`config.mk`:
```
export PLATFORM = sky130hd
export DESIGN_NAME = serial_word_feeder_flat
export DESIGN_NICKNAME = d
export VERILOG_FILES = /design/src/rtl/serial_word_feeder_pkg.sv /design/src/rtl/serial_word_feeder_if.sv /design/src/rtl/serial_word_feeder_hold.sv /design/src/rtl/serial_word_feeder.sv /design/src/flat_wrapper.sv
export SDC_FILE = /design/constraint.sdc
export NUM_CORES = 1
export LEC_CHECK = 0
export ABC_AREA = 0
export BUFFER_PORTS_ARGS = -buffer_cell sky130_fd_sc_hd__buf_2
export CAP_MARGIN = 10
export CORE_MARGIN = 5
export CORE_UTILIZATION = 50
export DETAILED_ROUTE_END_ITERATION = 8
export PLACE_DENSITY = 0.7
export SLEW_MARGIN = 20
export SYNTH_ARGS = -nofsm -noshare
export SYNTH_HDL_FRONTEND = slang
export SYNTH_HIERARCHICAL = 1
export SYNTH_SLANG_ARGS = --single-unit
```
`constraint.sdc`:
```
create_clock -name clk -period 1.75 [get_ports clk]
set_input_delay 0.175 -clock clk [delete_from_list [all_inputs] [get_ports clk]]
set_output_delay 0.175 -clock clk [all_outputs]
set_load 0.1 [all_outputs]
```
`src/rtl/serial_word_feeder_pkg.sv`:
```
// Shared definitions for the serial word feeder: FSM states, default word width
// and the bit-counter width helper.
package serial_word_feeder_pkg;

  // Default word width, kept in step with the downstream serial complementer.
  localparam int DEFAULT_WIDTH = 4;

  typedef enum logic {
    IDLE  = 1'b0,
    SHIFT = 1'b1
  } state_t;

  // Counter width able to index every bit of a word; never narrower than one bit.
  function automatic int cnt_width(input int width);
    return (width <= 2) ? 1 : $clog2(width);
  endfunction

endpackage

```
`src/rtl/serial_word_feeder_if.sv`:
```
// Parallel-in handshake plus serial-out stream of the word feeder.
// The producer/consumer side uses master; the feeder uses slave.
interface serial_word_feeder_if #(
  parameter int WIDTH = serial_word_feeder_pkg::DEFAULT_WIDTH
) ();

  logic             in_valid;
  logic             in_ready;
  logic [WIDTH-1:0] in_data;
  logic             ser_bit;
  logic             ser_valid;
  logic             set;
  logic             ser_last;
  logic             busy;

  modport master (
    output in_valid, in_data,
    input  in_ready, ser_bit, ser_valid, set, ser_last, busy
  );

  modport slave (
    input  in_valid, in_data,
    output in_ready, ser_bit, ser_valid, set, ser_last, busy
  );

endinterface

```
`src/rtl/serial_word_feeder_hold.sv`:
```
// One-entry hold register that parks a word while the shifter is mid-word.
// Its full flag alone decides whether the feeder can accept another word.
module serial_word_feeder_hold
  import serial_word_feeder_pkg::*;
#(
  parameter int WIDTH = DEFAULT_WIDTH
) (
  input  logic             clk,
  input  logic             rst_n,
  input  logic             i_push,
  input  logic             i_pop,
  input  logic [WIDTH-1:0] i_data,
  output logic [WIDTH-1:0] o_data,
  output logic             o_full,
  output logic             o_ready
);

  logic             r_full;
  logic [WIDTH-1:0] r_data;

  // NOTE: sequential state uses non-blocking assignments so every register
  // samples pre-edge values, independent of statement order.
  // NOTE: the data register is reset too, so no stale word survives reset;
  // only r_full is strictly needed for correctness.
  always_ff @(posedge clk or negedge rst_n) begin
    if (!rst_n) begin
      r_full <= 1'b0;
      r_data <= '0;
    end else if (i_push) begin
      // A push in the same edge as a pop refills the entry, so it stays full.
      r_full <= 1'b1;
      r_data <= i_data;
    end else if (i_pop) begin
      r_full <= 1'b0;
    end
  end

  assign o_data  = r_data;
  assign o_full  = r_full;
  assign o_ready = !r_full;

endmodule

```
`src/rtl/serial_word_feeder.sv`:
```
// Parallel-to-serial feeder: accepts words over valid/ready and emits them one bit
// per cycle with set on the first bit and ser_last on the final bit.
module serial_word_feeder
  import serial_word_feeder_pkg::*;
#(
  parameter int WIDTH     = DEFAULT_WIDTH,
  parameter bit MSB_FIRST = 1'b0
) (
  input  logic               clk,
  input  logic               rst_n,
  serial_word_feeder_if.slave bus
);

  localparam int             CW   = cnt_width(WIDTH);
  localparam logic [CW-1:0]  LAST = CW'(WIDTH - 1);

  state_t           r_state, w_state_next;
  logic [CW-1:0]    r_cnt;
  logic [WIDTH-1:0] r_shreg;
  logic             r_ser_bit, r_ser_valid, r_set, r_ser_last;

  logic             w_ready, w_hold_full, w_xfer, w_free;
  logic             w_hold_push, w_hold_pop, w_load, w_advance;
  logic [WIDTH-1:0] w_hold_data, w_load_word, w_load_rest, w_shift_rest;
  logic             w_first_bit, w_next_bit;

  assign w_xfer      = bus.in_valid && w_ready;
  // The shifter can take a new word when idle or while showing a word's last bit.
  assign w_free      = (r_state == IDLE) || (r_cnt == LAST);
  assign w_hold_push = w_xfer && (!w_free || w_hold_full);
  assign w_hold_pop  = w_free && w_hold_full;

  serial_word_feeder_hold #(.WIDTH(WIDTH)) u_hold (
    .clk     (clk),
    .rst_n   (rst_n),
    .i_push  (w_hold_push),
    .i_pop   (w_hold_pop),
    .i_data  (bus.in_data),
    .o_data  (w_hold_data),
    .o_full  (w_hold_full),
    .o_ready (w_ready)
  );

  always_ff @(posedge clk or negedge rst_n) begin
    if (!rst_n) r_state <= IDLE;
    else        r_state <= w_state_next;
  end

  // NOTE: every signal written here gets a default first, so no path through
  // the block can leave one unassigned and infer a latch.
  always_comb begin
    w_state_next = r_state;
    w_load       = 1'b0;
    w_advance    = 1'b0;
    w_load_word  = bus.in_data;
    if (w_free) begin
      if (w_hold_full) begin
        w_load      = 1'b1;
        w_load_word = w_hold_data;
      end else if (w_xfer) begin
        w_load = 1'b1;
      end
      w_state_next = w_load ? SHIFT : IDLE;
    end else begin
      w_advance = 1'b1;
    end
  end

  assign w_first_bit  = MSB_FIRST ? w_load_word[WIDTH-1] : w_load_word[0];
  assign w_load_rest  = MSB_FIRST ? (w_load_word << 1) : (w_load_word >> 1);
  assign w_next_bit   = MSB_FIRST ? r_shreg[WIDTH-1] : r_shreg[0];
  assign w_shift_rest = MSB_FIRST ? (r_shreg << 1) : (r_shreg >> 1);

  // r_cnt is the index of the bit currently on ser_bit; r_shreg holds the rest.
  always_ff @(posedge clk or negedge rst_n) begin
    if (!rst_n) begin
      r_cnt       <= '0;
      r_shreg     <= '0;
      r_ser_bit   <= 1'b0;
      r_ser_valid <= 1'b0;
      r_set       <= 1'b0;
      r_ser_last  <= 1'b0;
    end else if (w_load) begin
      r_cnt       <= '0;
      r_shreg     <= w_load_rest;
      r_ser_bit   <= w_first_bit;
      r_ser_valid <= 1'b1;
      r_set       <= 1'b1;
      r_ser_last  <= 1'b0;
    end else if (w_advance) begin
      r_cnt       <= r_cnt + CW'(1);
      r_shreg     <= w_shift_rest;
      r_ser_bit   <= w_next_bit;
      r_ser_valid <= 1'b1;
      r_set       <= 1'b0;
      r_ser_last  <= ((r_cnt + CW'(1)) == LAST);
    end else begin
      r_cnt       <= '0;
      r_ser_bit   <= 1'b0;
      r_ser_valid <= 1'b0;
      r_set       <= 1'b0;
      r_ser_last  <= 1'b0;
    end
  end

  assign bus.in_ready  = w_ready;
  assign bus.ser_bit   = r_ser_bit;
  assign bus.ser_valid = r_ser_valid;
  assign bus.set       = r_set;
  assign bus.ser_last  = r_ser_last;
  assign bus.busy      = (r_state == SHIFT) || w_hold_full;

endmodule

```
`src/flat_wrapper.sv`:
```
// flat-port wrapper written by rule: the top's interface ports become plain ports
module serial_word_feeder_flat import serial_word_feeder_pkg::*;
#(
  parameter int WIDTH     = DEFAULT_WIDTH,
  parameter bit MSB_FIRST = 1'b0
)
  (clk, rst_n, bus_in_valid, bus_in_data, bus_in_ready, bus_ser_bit, bus_ser_valid, bus_set, bus_ser_last, bus_busy);
  serial_word_feeder_if #(.WIDTH(WIDTH)) bus_i ();
  input  logic clk;
  input  logic rst_n;
  input wire logic [$bits(bus_i.in_valid)-1:0] bus_in_valid;
  input wire logic [$bits(bus_i.in_data)-1:0] bus_in_data;
  output wire logic [$bits(bus_i.in_ready)-1:0] bus_in_ready;
  output wire logic [$bits(bus_i.ser_bit)-1:0] bus_ser_bit;
  output wire logic [$bits(bus_i.ser_valid)-1:0] bus_ser_valid;
  output wire logic [$bits(bus_i.set)-1:0] bus_set;
  output wire logic [$bits(bus_i.ser_last)-1:0] bus_ser_last;
  output wire logic [$bits(bus_i.busy)-1:0] bus_busy;
  assign bus_i.in_valid = bus_in_valid;
  assign bus_i.in_data = bus_in_data;
  assign bus_in_ready = bus_i.in_ready;
  assign bus_ser_bit = bus_i.ser_bit;
  assign bus_ser_valid = bus_i.ser_valid;
  assign bus_set = bus_i.set;
  assign bus_ser_last = bus_i.ser_last;
  assign bus_busy = bus_i.busy;
  serial_word_feeder #(.WIDTH(WIDTH), .MSB_FIRST(MSB_FIRST)) u_core (.clk(clk), .rst_n(rst_n), .bus(bus_i));
endmodule
```
==> reports/metrics.csv <==
stage;metric;value;unit
clock_network;clk_latency;0.28;ns
die;start_util;0.511;
clock_network;clock_path_buffers;2;
global_routing;overflow;0;
placed_design;dpl.hpwl;858;µm
sta;period_share;0.921;
global_routing;grt_pass1_wl;2.10;mm
critical_path;crit_type;reg2reg;
sta;finalSetupViolCount;0;
synthesis;synthFlopType;dfrtp_1;
critical_path;crit_required;1.92;ns
cells_and_area;diodes;0;
cells_and_area;post-route-util;0.620;
synthesis;synth_commonest_cells;dfrtp_1, nor2_1, mux2i_1;
clock_network;cts_made_buffers;3;
synthesis;ys_seq_area_frac;0.579;
job;cap_violations;0;
global_routing;grt_usage;0.148;
synthesis;synth_area_leader_cell;dfrtp_1;
cells_and_area;drive_above_1_share;0.392;
synthesis;syn_area_per_cell;11.8;µm²
sta;clock.fmax;0.621;GHz
route;drc;0;
sta;slew_violations;0;
critical_path;cp_common_cell;nor2_1;
placed_design;io_buffers;12;
sta;finClkSkew;0.00472;ns
die;core;1270;µm²
route;dr_total_vias;431;
critical_path;crit_path_start_kind;flop;
critical_path;cpPeakStageDelay;0.41;ns
clock_network;htreeDepth;1;
die;fp.dieW;46.0;µm
clock_network;cts_resized;0;
sta;period_needed;1.61;ns
clock_network;post-cts-setup-buffers;0;
synthesis;synth_edf_count;0;
cells_and_area;synthToLayoutAreaGrowth;21.4;%
run_status;outcome;finished clean;
synthesis;ys_warn_count;6;
sta;setup_slack;0.139;ns
critical_path;crit_chain;ha_1 > and2b_1 > nor2_1 > nor2_1 > buf_4 > mux2_2;
route;drtPass1Iterations;4;
placed_design;finalWeightedCongestion;0.773;
synthesis;yosysMostFrequentCell;dfrtp_1;
route;dr.first_iter.drc_count;11;
clock_network;clock_sinks;15;
clock_network;cts_tree;done;
critical_path;critical_path.n_buffers_inverters;1;
route;final_antenna_net_count;0;
synthesis;synthesis.nets;64;
clock_network;path_clk_slew;0.09;ns
global_routing;antenna_found_initial;0;
critical_path;arrival;1.78;ns
route;finalWirelength;1.14;mm
sta;whs;0.145;ns
sta;worst_pin_slew;0.487;ns
placed_design;dp_slack;0.168;ns
die;die_area;2120;µm²
global_routing;grt_max_degree;16;
die;io_pins;13;
critical_path;critPathTopFamily;simple AND/OR/NAND/NOR gates;
synthesis;synth_cell_types;19;
global_routing;grt_pass1_vias;448;
synthesis;synthArstFlopShare;1.00;
sta;rsz0062_at_grt;false;
critical_path;path_max_fanout;3;
synthesis;synth_area_leaders;dfrtp_1, mux2i_1, mux2_2;
worst_hold_path;min_path_type;in2reg;
route;wl_per_cell;12.8;µm
critical_path;cp_slowest_cell;dfrtp_1;
cells_and_area;nets;84;
die;die_y;46.0;µm
clock_network;root_buffer;clkbuf_4;
route;viasPerCell;4.84;
sta;tns;0;ns
die;rows;13;
sta;relSlewSlack;0.678;
clock_network;holdBufCountCts;1;
sta;hold_viol_final;0;
synthesis;syn_area;648;µm²
critical_path;end_kind;flop;
synthesis;synth_top_area_share;0.579;
synthesis;synth_cells;55;
synthesis;ys_seq_elements;15;
metal layers:
metal  share of wire  wire (µm)  GRT usage
met5               0          0          0
met4           0.015         17      0.102
met3           0.076         86     0.0435
met2            0.46        517      0.209
met1            0.45        515      0.191
registers in the layout (all words and copies together) (netlist names):
| signal | count |
|---|---|
| u_core/u_hold/o_data | 4 |
| u_core/r_shreg | 3 |
| u_core/r_cnt | 2 |
| u_core/bus.ser_bit | 1 |
| u_core/bus.ser_last | 1 |
| u_core/bus.ser_valid | 1 |
| u_core/bus.set | 1 |
| u_core/r_state | 1 |
| u_core/u_hold/o_full | 1 |
layout make-up:
| type | instances | area (µm²) |
|---|---|---|
| Clock buffer | 4 | 26.3 |
| Fill cell | 104 | 482 |
| Inverter | 3 | 15.0 |
| Multi-Input combinational cell | 36 | 258 |
| Sequential cell | 15 | 377 |
| Tap cell | 15 | 18.8 |
| Timing Repair Buffer | 16 | 92.6 |
per-stage QoR:
| stage | area [µm²] | std cells |
|---|---|---|
| floorplan | 661 | 55 |
| global placement | 751 | 84 |
| detailed placement | 751 | 84 |
| CTS | 787 | 89 |
| global route | 787 | 89 |
| finish | 787 | 89 |
kinds of logic after synthesis:
family                     after synthesis  share of synthesized area
AOI/OAI and AO/OA                        7                     0.0598
adders and majority gates                2                     0.0386
buffers and inverters                    4                     0.0347
DFF                                     15                      0.579
muxes                                    9                      0.147
and+or+nand+nor                         18                      0.141
path summary, 6_finish.rpt:
path / startpoint / to / slack [ns] / cells past startpoint
worst max-delay path: u_core/r_cnt[0]$_DFF_PN0_ / u_core/u_hold/o_data[1]$_DFFE_PN0P_ / 0.14 / 6
worst min-delay path: bus_in_data[0] / u_core/u_hold/o_data[0]$_DFFE_PN0P_ / 0.15 / 2
worst max register to register: u_core/r_cnt[0]$_DFF_PN0_ / u_core/u_hold/o_data[1]$_DFFE_PN0P_ / 0.14 / 6
worst min register to register: u_core/r_cnt[0]$_DFF_PN0_ / u_core/r_cnt[0]$_DFF_PN0_ / 0.47 / 1
max in group asynchronous: rst_n / u_core/u_hold/o_full$_DFFE_PN0P_ / 1.17 / 2
min in group asynchronous: rst_n / u_core/bus.ser_last$_DFF_PN0_ / 0.32 / 2
placed cells by master (no fill, tap or decap), drive strengths merged:
| cell | instances |
|---|---|
| or2 | 1 |
| mux2 | 4 |
| clkbuf | 4 |
| and2b | 1 |
| and2 | 1 |
| mux2i | 5 |
| o21bai | 1 |
| o21ai | 1 |
| ha | 2 |
| nor2 | 7 |
| a21oi | 4 |
| inv | 2 |
| dfrtp | 15 |
| buf | 15 |
| a31oi | 1 |
| nand2b | 3 |
| clkinvlp | 1 |
| dlygate4sd3 | 1 |
| nand2 | 4 |
| nand4 | 1 |
Power is left out: the tool's default activity adds up to more than one toggle a clock period on the data nets, which glitch-free logic cannot reach.
